`src/rtl/uart_arb_pkg.sv`:
```
// rtl/uart_arb_pkg.sv - shared state encoding, bus constants and helpers for uart_tx_arbiter
package uart_arb_pkg;

    typedef enum logic [2:0] {
        IDLE,
        ARB,
        WAIT_TX,
        WRITE,
        RELEASE
    } arb_state_t;

    localparam logic [7:0] UART_RXTX_ADDR = 8'h00;

    // Next requester index after idx, wrapping at n.
    function automatic logic [1:0] wrap_inc(input logic [1:0] idx, input int n);
        return (int'(idx) + 1 >= n) ? 2'd0 : idx + 2'd1;
    endfunction

endpackage

```
`src/rtl/rr_arbiter.sv`:
```
// rtl/rr_arbiter.sv - round-robin pick from rr pointer, locked to the owner while a packet is open
module rr_arbiter
    import uart_arb_pkg::*;
#(
    parameter int NUM_REQ = 2
) (
    input  logic [NUM_REQ-1:0] req,
    input  logic [1:0]         ptr,
    input  logic               lock,
    input  logic [1:0]         owner,
    output logic [NUM_REQ-1:0] grant,
    output logic [1:0]         grant_idx,
    output logic               grant_valid
);

    always_comb begin
        int j;
        j           = 0;
        grant       = '0;
        grant_idx   = 2'd0;
        grant_valid = 1'b0;
        if (lock) begin
            for (int i = 0; i < NUM_REQ; i++) begin
                if (owner == 2'(i) && req[i]) begin
                    grant[i]    = 1'b1;
                    grant_idx   = 2'(i);
                    grant_valid = 1'b1;
                end
            end
        end else begin
            // Scan from the farthest offset down so the nearest requester at/after ptr wins last.
            for (int k = NUM_REQ - 1; k >= 0; k--) begin
                j = int'(ptr) + k;
                if (j >= NUM_REQ) begin
                    j = j - NUM_REQ;
                end
                for (int i = 0; i < NUM_REQ; i++) begin
                    if (i == j && req[i]) begin
                        grant       = '0;
                        grant[i]    = 1'b1;
                        grant_idx   = 2'(i);
                        grant_valid = 1'b1;
                    end
                end
            end
        end
    end

endmodule

```
`src/rtl/uart_tx_arbiter.sv`:
```
// rtl/uart_tx_arbiter.sv - byte requesters onto the UART RXTX bus register; UART_ARB_TIMEOUT_EN adds a bus_ack timeout
module uart_tx_arbiter
    import uart_arb_pkg::*;
#(
    parameter int NUM_REQ = 2,
    parameter int TIMEOUT = 4096
) (
    input  logic                 clk,
    input  logic                 reset,
    input  logic [NUM_REQ-1:0]   req_valid,
    input  logic [NUM_REQ*8-1:0] req_data,
    input  logic [NUM_REQ-1:0]   req_last,
    output logic [NUM_REQ-1:0]   req_ready,
    output logic [15:0]          bus_data_write,
    output logic [7:0]           bus_addr,
    output logic                 bus_uds,
    output logic                 bus_lds,
    output logic                 bus_rw,
    input  logic                 bus_ack,
    input  logic                 uart_tx_active,
    output logic [1:0]           grant_id,
    output logic                 busy,
    output logic                 timeout_err
);

    if (NUM_REQ < 2 || NUM_REQ > 4 || TIMEOUT < 1) begin : g_param_check
        $error("uart_tx_arbiter: NUM_REQ must be 2..4 and TIMEOUT >= 1");
    end

    arb_state_t         state;
    logic [1:0]         rr_ptr;
    logic               pkt_open;
    logic [7:0]         byte_q;
    logic [NUM_REQ-1:0] arb_grant;
    logic [1:0]         arb_idx;
    logic               arb_valid;
    logic [7:0]         sel_data;
    logic               sel_last;

    rr_arbiter #(
        .NUM_REQ(NUM_REQ)
    ) u_rr_arbiter (
        .req        (req_valid),
        .ptr        (rr_ptr),
        .lock       (pkt_open),
        .owner      (grant_id),
        .grant      (arb_grant),
        .grant_idx  (arb_idx),
        .grant_valid(arb_valid)
    );

    always_comb begin
        sel_data = 8'h00;
        sel_last = 1'b0;
        for (int i = 0; i < NUM_REQ; i++) begin
            if (arb_grant[i]) begin
                sel_data = req_data[8*i +: 8];
                sel_last = req_last[i];
            end
        end
    end

    // Accept pulse lands in the same cycle the byte is latched.
    assign req_ready = (state == ARB) ? arb_grant : '0;
    assign busy      = (state != IDLE);
    assign bus_addr  = UART_RXTX_ADDR;
    assign bus_lds   = 1'b0;

`ifdef UART_ARB_TIMEOUT_EN
    localparam int             TMO_W    = (TIMEOUT > 1) ? $clog2(TIMEOUT) : 1;
    localparam logic [TMO_W-1:0] TMO_LAST = TMO_W'(TIMEOUT - 1);

    logic [TMO_W-1:0] tmo_cnt;
    logic             tmo_err_q;

    assign timeout_err = tmo_err_q;
`else
    assign timeout_err = 1'b0;
`endif

    always_ff @(posedge clk) begin
        if (reset) begin
            state          <= IDLE;
            rr_ptr         <= 2'd0;
            pkt_open       <= 1'b0;
            grant_id       <= 2'd0;
            byte_q         <= 8'h00;
            bus_uds        <= 1'b0;
            bus_rw         <= 1'b1;
            bus_data_write <= 16'h0000;
`ifdef UART_ARB_TIMEOUT_EN
            tmo_cnt        <= '0;
            tmo_err_q      <= 1'b0;
`endif
        end else begin
            case (state)
                IDLE: begin
                    if (|req_valid) begin
                        state <= ARB;
                    end
                end
                ARB: begin
                    if (arb_valid) begin
                        grant_id <= arb_idx;
                        byte_q   <= sel_data;
                        if (sel_last) begin
                            pkt_open <= 1'b0;
                            rr_ptr   <= wrap_inc(arb_idx, NUM_REQ);
                        end else begin
                            pkt_open <= 1'b1;
                        end
                        state <= WAIT_TX;
                    end else if (!pkt_open) begin
                        // Requests withdrew before being granted; nothing to hold for.
                        state <= IDLE;
                    end
                end
                WAIT_TX: begin
                    if (!uart_tx_active) begin
                        state          <= WRITE;
                        bus_uds        <= 1'b1;
                        bus_rw         <= 1'b0;
                        bus_data_write <= {byte_q, 8'h00};
`ifdef UART_ARB_TIMEOUT_EN
                        tmo_cnt        <= '0;
`endif
                    end
                end
                WRITE: begin
                    if (bus_ack) begin
                        state          <= RELEASE;
                        bus_uds        <= 1'b0;
                        bus_rw         <= 1'b1;
                        bus_data_write <= 16'h0000;
`ifdef UART_ARB_TIMEOUT_EN
                    end else if (tmo_cnt == TMO_LAST) begin
                        // Drop the byte and abandon the packet so other requesters get served.
                        state          <= RELEASE;
                        bus_uds        <= 1'b0;
                        bus_rw         <= 1'b1;
                        bus_data_write <= 16'h0000;
                        pkt_open       <= 1'b0;
                        rr_ptr         <= wrap_inc(grant_id, NUM_REQ);
                        tmo_err_q      <= 1'b1;
                    end else begin
                        tmo_cnt <= tmo_cnt + 1'b1;
`endif
                    end
                end
                RELEASE: begin
                    if (pkt_open || (|req_valid)) begin
                        state <= ARB;
                    end else begin
                        state <= IDLE;
                    end
                end
                default: state <= IDLE;
            endcase
        end
    end

endmodule

```
`config.mk`:
```
export PLATFORM = sky130hd
export DESIGN_NAME = uart_tx_arbiter
export DESIGN_NICKNAME = d
export VERILOG_FILES = /design/src/rtl/uart_arb_pkg.sv /design/src/rtl/rr_arbiter.sv /design/src/rtl/uart_tx_arbiter.sv
export SDC_FILE = /design/constraint.sdc
export NUM_CORES = 1
export LEC_CHECK = 0
export ABC_AREA = 1
export CELL_PAD_IN_SITES_DETAIL_PLACEMENT = 0
export CELL_PAD_IN_SITES_GLOBAL_PLACEMENT = 1
export CORE_MARGIN = 2
export CORE_UTILIZATION = 30
export DETAILED_ROUTE_END_ITERATION = 8
export GPL_TIMING_DRIVEN = 0
export HOLD_SLACK_MARGIN = 0.05
export PLACE_DENSITY_LB_ADDON = 0.1
export SYNTH_ARGS = -nofsm -noshare
export SYNTH_HDL_FRONTEND = slang
export SYNTH_HIERARCHICAL = 1
export SYNTH_SLANG_ARGS = --single-unit
```
`constraint.sdc`:
```
create_clock -name clk -period 1.95 [get_ports clk]
set_clock_uncertainty 0.2 [all_clocks]
set_input_delay 0.39 -clock clk [delete_from_list [all_inputs] [get_ports clk]]
set_output_delay 0.39 -clock clk [all_outputs]
set_load 0.01 [all_outputs]
```
# Word level (Yosys, flattened, before mapping)
# Index checks and enable logic that the tools add are counted.
[totals] regBits=34 input_bits=24 out_inout_bits=33 word_cells=90
[classes] n_addsub=5 magnitude_cmp=3 eq_ne=11 mux=45 reduce_logical=18
[ops] op="2-to-1 mux 32 bit" count=4
[ops] op="equality test 2 x 32 -> 1 bit (first input constant)" count=2
[ops] op="logical NOT 32 bit" count=2
[ops] op="greater-or-equal comparator 32 x 3 -> 1 bit (second input constant)" count=1
[ops] op="2-to-1 mux 16 bit" count=2
[ops] op="case mux 16 bit (2 select lines)" count=1
[ops] op="subtractor 32 x 3 -> 32 bit (second input constant)" count=1
[ops] op="2-to-1 mux 1 bit" count=21
[ops] op="2-to-1 mux 8 bit" count=2
[ops] op="2-to-1 mux 3 bit" count=5
[ops] op="case mux 3 bit (5 select lines)" count=1
[ops] op="2-to-1 mux 2 bit" count=7
[ops] op="adder 2 x 1 -> 3 bit (second input constant)" count=2
[ops] op="equality test 3 x 2 -> 1 bit (second input constant)" count=2
[ops] op="logical AND 1 bit" count=6
[ops] op="!= test 2 bit (second input constant)" count=3
[ops] op="AND reduction 3 bit" count=2
[ops] op="case mux 1 bit (2 select lines)" count=2
[ops] op="AND reduction 4 bit" count=1
[ops] op="equality test 3 x 1 -> 1 bit (second input constant)" count=1
[ops] op="equality test 3 bit (second input constant)" count=1
[ops] op="greater-or-equal comparator 3 x 2 -> 1 bit (second input constant)" count=1
[ops] op="logical NOT 3 bit" count=1
[ops] op="!= test 3 bit (second input constant)" count=1
[ops] op="10 further kinds" count=10

# Logic depth before layout (Yosys ltp)
[depth] depth_word=14 ltp_mapped=13 ltp_nobuf=12

# Cells and area by module
# The synthesis kept the hierarchy.
[modules_own_cells] module="uart_tx_arbiter" instances=1 cells_per_inst=198 area_per_inst_um2=1386.3
[modules_own_cells] module="rr_arbiter" instances=1 cells_per_inst=19 area_per_inst_um2=87.6

# Worst setup path before layout
# OpenSTA, ideal clock, no wires.
[synth_timing] path_kind="reg2out" start="register grant_id[0]" end="output port req_ready[1]" arrival_time_ns=1.184 t_required_ns=1.360 slack_ns=0.176 stages_incl_launch_ff=9 path_buffers=2 path_cell_list="dfxtp_1 nand2_1 nand2_1 nand2_1 nor2_1 buf_4 inv_1 buf_6 nor2_1"
[synth_between] elab_chain_cells=5
[synth_rtl] item="from (decl)" line_no="uart_tx_arbiter.sv:21" source="output logic [1:0] grant_id,"
[synth_rtl] item="from (signal assigned)" line_no="uart_tx_arbiter.sv:104" source="grant_id <= arb_idx;"
[synth_rtl] item="equality test 2 x 1 -> 1 bit" line_no="rr_arbiter.sv:24" source="if (owner == 2'(i) && req[i]) begin"
[synth_rtl] item="logical AND 1 bit" line_no="rr_arbiter.sv:24"
[synth_rtl] item="2-to-1 mux 1 bit" line_no="rr_arbiter.sv:24"
[synth_rtl] item="2-to-1 mux 2 bit" line_no="rr_arbiter.sv:22" source="if (lock) begin"
[synth_rtl] item="named net arb_grant[1]" line_no="uart_tx_arbiter.sv:34" source="logic [NUM_REQ-1:0] arb_grant;"
[synth_rtl] item="2-to-1 mux 2 bit" line_no="uart_tx_arbiter.sv:64" source="assign req_ready = (state == ARB) ? arb_grant : '0;"
[synth_rtl] item="to (decl)" line_no="uart_tx_arbiter.sv:13" source="output logic [NUM_REQ-1:0] req_ready,"
# The timed path passes the listed nets, and every way through them passes these cells.

# Final worst setup path
[layout_timing] start="register pkt_open" end="output port req_ready[0]"
[layout_between] elab_chain_cells=2
[layout_rtl] item="from (decl)" line_no="uart_tx_arbiter.sv:32" source="logic pkt_open;"
[layout_rtl] item="from (signal assigned)" line_no="uart_tx_arbiter.sv:85" source="pkt_open <= 1'b0;"
[layout_rtl] item="from (signal assigned)" line_no="uart_tx_arbiter.sv:107" source="pkt_open <= 1'b0;"
[layout_rtl] item="from (signal assigned)" line_no="uart_tx_arbiter.sv:110" source="pkt_open <= 1'b1;"
[layout_rtl] item="2-to-1 mux 2 bit" line_no="rr_arbiter.sv:22"
[layout_rtl] item="named net arb_grant[0]" line_no="uart_tx_arbiter.sv:34"
[layout_rtl] item="2-to-1 mux 2 bit" line_no="uart_tx_arbiter.sv:64"
# The timed path passes the listed nets, and every way through them passes these cells.

==> impl_metrics.env <==
export IMPL_outcome="completed"
export IMPL_cts_buffers=3
export IMPL_yosys_top_cells_count="57 x nand2_1, 36 x nor2_1, 26 x dfxtp_1"
export IMPL_slew_viol_final=0
export IMPL_crit_type="reg2out"
export IMPL_synth_top_area_cell="dfxtp_1"
export IMPL_yosysSeqAreaShare_pct=35.31
export IMPL_cpMaxStageDelayCell="dfxtp_4"
export IMPL_io_buffers=38
export IMPL_synth_edf_count=0
export IMPL_p_total_uw=1876
export IMPL_diodes=0
export IMPL_grtUsageMet2_pct=19.74
export IMPL_dieArea_um2=5490
export IMPL_drc=0
export IMPL_grt_pass1_wl_um=5451
export IMPL_wl_um=3594
export IMPL_yosysWarnings=6
export IMPL_synthToLayoutAreaGrowth_pct=54.24
export IMPL_netlist_instances=217
export IMPL_routed_via_density=4.025
export IMPL_fin_util_pct=48.13
export IMPL_critical_path_top_delay_family="flip-flops"
export IMPL_htreeDepth=1
export IMPL_grt_util_met3_pct=2.033
export IMPL_yosysTopAreaCellShare_pct=35.31
export IMPL_dp_hpwl_um=2574
export IMPL_ioPinCount=57
export IMPL_gp_congestion=0.7645
export IMPL_path_buf_inv=4
export IMPL_cp_start_kind="register"
export IMPL_first_pass_iters=4
export IMPL_ctsHoldBuffers=0
export IMPL_fp_coreArea_um2=4723
export IMPL_start_util_pct=31.21
export IMPL_die_w_um=74.10
export IMPL_grt_max_degree=16
export IMPL_path_max_fanout=4
export IMPL_dpl_cell_area_um2=2002
export IMPL_final_area_um2=2273
export IMPL_nets=317
export IMPL_hold_viol=0
export IMPL_min_period_ns=1.907
export IMPL_cts_sinks=26
export IMPL_synth_distinct_cells=23
export IMPL_p_per_area_nw_per_um2=825.3
export IMPL_cts_buffer_depth=2
export IMPL_avgSynthCellArea_um2=6.792
export IMPL_root_buffer="clkbuf_8"
export IMPL_ys_ff_latch=26
export IMPL_antenna_found_initial=0
export IMPL_use_met1_pct=17.98
export IMPL_top_usage_layer="met2"
export IMPL_setup_viol=0
export IMPL_required_ns=1.36
export IMPL_drt_iter0_drc=38
export IMPL_slew_headroom_pct=66.53
export IMPL_drv_cap=0
export IMPL_rsz0062_at_grt="yes"
export IMPL_clk_latency_ns=0.27
export IMPL_cts_tree="yes"
export IMPL_rows=25
export IMPL_max_stage_delay_ns=0.38
export IMPL_drt_wirelength_per_cell_um=10.07
export IMPL_drive_gt1_share_pct=28.28
export IMPL_finalCritPeriodShare_pct=97.81
export IMPL_synthArstFlopShare_pct=0
export IMPL_max_freq_ghz=0.5243
export IMPL_ir_worst_vdd_uv=345.7
export IMPL_netlist_top_cells_area="dfxtp_1 35%, nand2_1 15%, buf_4 11%, nor2_1 9.2%, nand3_1 5.8%"
export IMPL_vias=1437
export IMPL_critPathArrivalTime_ns=1.32
export IMPL_cp_end_kind="output port"
export IMPL_syn_area_um2=1474
export IMPL_die_y_um=74.10
export IMPL_grt_pass1_vias=1195
export IMPL_hold_class="reg2reg"
export IMPL_p_leak_uw=0.001044
export IMPL_grtUsageTotal_pct=12.81
export IMPL_antenna_left=0
export IMPL_crit_chain="inv_4, nand3_2, o21ai_2, buf_6, inv_1, nor2_1, buf_2"
export IMPL_synth_flop_cell="dfxtp_1"
export IMPL_path_clk_slew_ns=0.09
export IMPL_tightest_slew_ns=0.5021
export IMPL_yosysMostFrequentCell="nand2_1"
export IMPL_overflow=0
export IMPL_num_fill_cells=520
[path summary, 6_finish.rpt]
check                              from                     end  cells past startpoint  slack, ns
setup / recovery  pkt_open$_SDFFE_PP0P_            req_ready[0]                      7       0.04
hold / removal      bus_rw$_SDFFE_PP1P_     bus_rw$_SDFFE_PP1P_                      2       0.26
setup reg to reg  pkt_open$_SDFFE_PP0P_  rr_ptr[1]$_SDFFE_PP0P_                     14       0.08
hold reg to reg     bus_rw$_SDFFE_PP1P_     bus_rw$_SDFFE_PP1P_                      2       0.26
[logic make-up (layout without fill, tap and decap cells)]
kind of cell	after synthesis	after routing	share of synthesized area (%)
AND/OR/NAND/NOR	117	117	34.55
buffers and inverters	45	101	18.42
flip-flops	26	26	35.31
AO/OA/AOI/OAI	25	25	9.508
adder cells (fa/ha/maj)	2	2	1.698
other	2	19	0.5095
[placed cells by master, fill, tap and decap left out, types with 8 or more instances in the layout]
cell type and count:
nor2_1 32, conb_1 19, a21oi_1 9, inv_1 12
dfxtp_1 19, nand2_1 53, clkdlybuf4s50_1 33, nand3_1 14
o21ai_1 8, buf_4 33
[final cells by class]
| cell class | count | area (µm²) | area share (%) |
|---|---|---|---|
| clock buffer | 3 | 41.29 | 1.816 |
| inverter | 18 | 75.07 | 3.302 |
| buffer | 26 | 202.7 | 8.916 |
| sequential | 26 | 536.8 | 23.61 |
| multi-input combinational | 163 | 820.8 | 36.10 |
| clock inverter | 1 | 30.03 | 1.321 |
| timing repair buffer | 53 | 483.0 | 21.24 |
| tap | 67 | 83.83 | 3.687 |
[worst register-to-register path: stages, from the launching register on]
cell and delay [ns]:
dfxtp_4 0.38, inv_4 0.07, nand2_4 0.04, nor2_4 0.11, nor2_4 0.05, buf_4 0.12
buf_4 0.12, buf_4 0.12, buf_4 0.13, inv_4 0.06, ha_4 0.19, nand2_1 0.05
nand2_1 0.05, nand2_1 0.06, nor2_1 0.04
[metrics by stage]
step | cells | hold WS (ns) | setup slack (ns) | setup TNS, ns
2_1_floorplan | 234 | 0.2457 | 0.1759 | 0
3_3_place_gp | 339 | 0.2387 | -0.8281 | -4.176
3_5_place_dp | 339 | 0.2416 | -0.8337 | -4.409
4_1_cts | 355 | 0.2662 | -0.06008 | -0.06008
5_1_grt | 357 | 0.2804 | -0.05765 | -0.09319
6_report | 357 | 0.2612 | 0.04280 | 0
[state kept, by name (all words and copies together) (netlist names)]
name and flops:
bus_data_write 8, grant_id 2, bus_rw 1, byte_q 8, rr_ptr 2, pkt_open 1
bus_uds 1, state 3
[power by group]
part	internal, µW	switching, µW	total (µW)
logic	364	385	749
clock network	274	177	451
registers	613	63.0	676
total	1250	624	1880
[routing by layer]
metal / wire, µm / up-vias
li1: - / 781
met1: 1732 / 617
met2: 1651 / 37
met3: 169 / 2
met4: 41 / 0
met5: 0 / -
[what timing repair did]
item | in CTS | in global routing
buffers inserted | 12 | 3
gates resized for setup | 23 | 33
pin swaps | 2 | 10
cloned | 0 | 1
setup endpoints to repair | 5 | 14
Power figures use the tool's default switching activity.
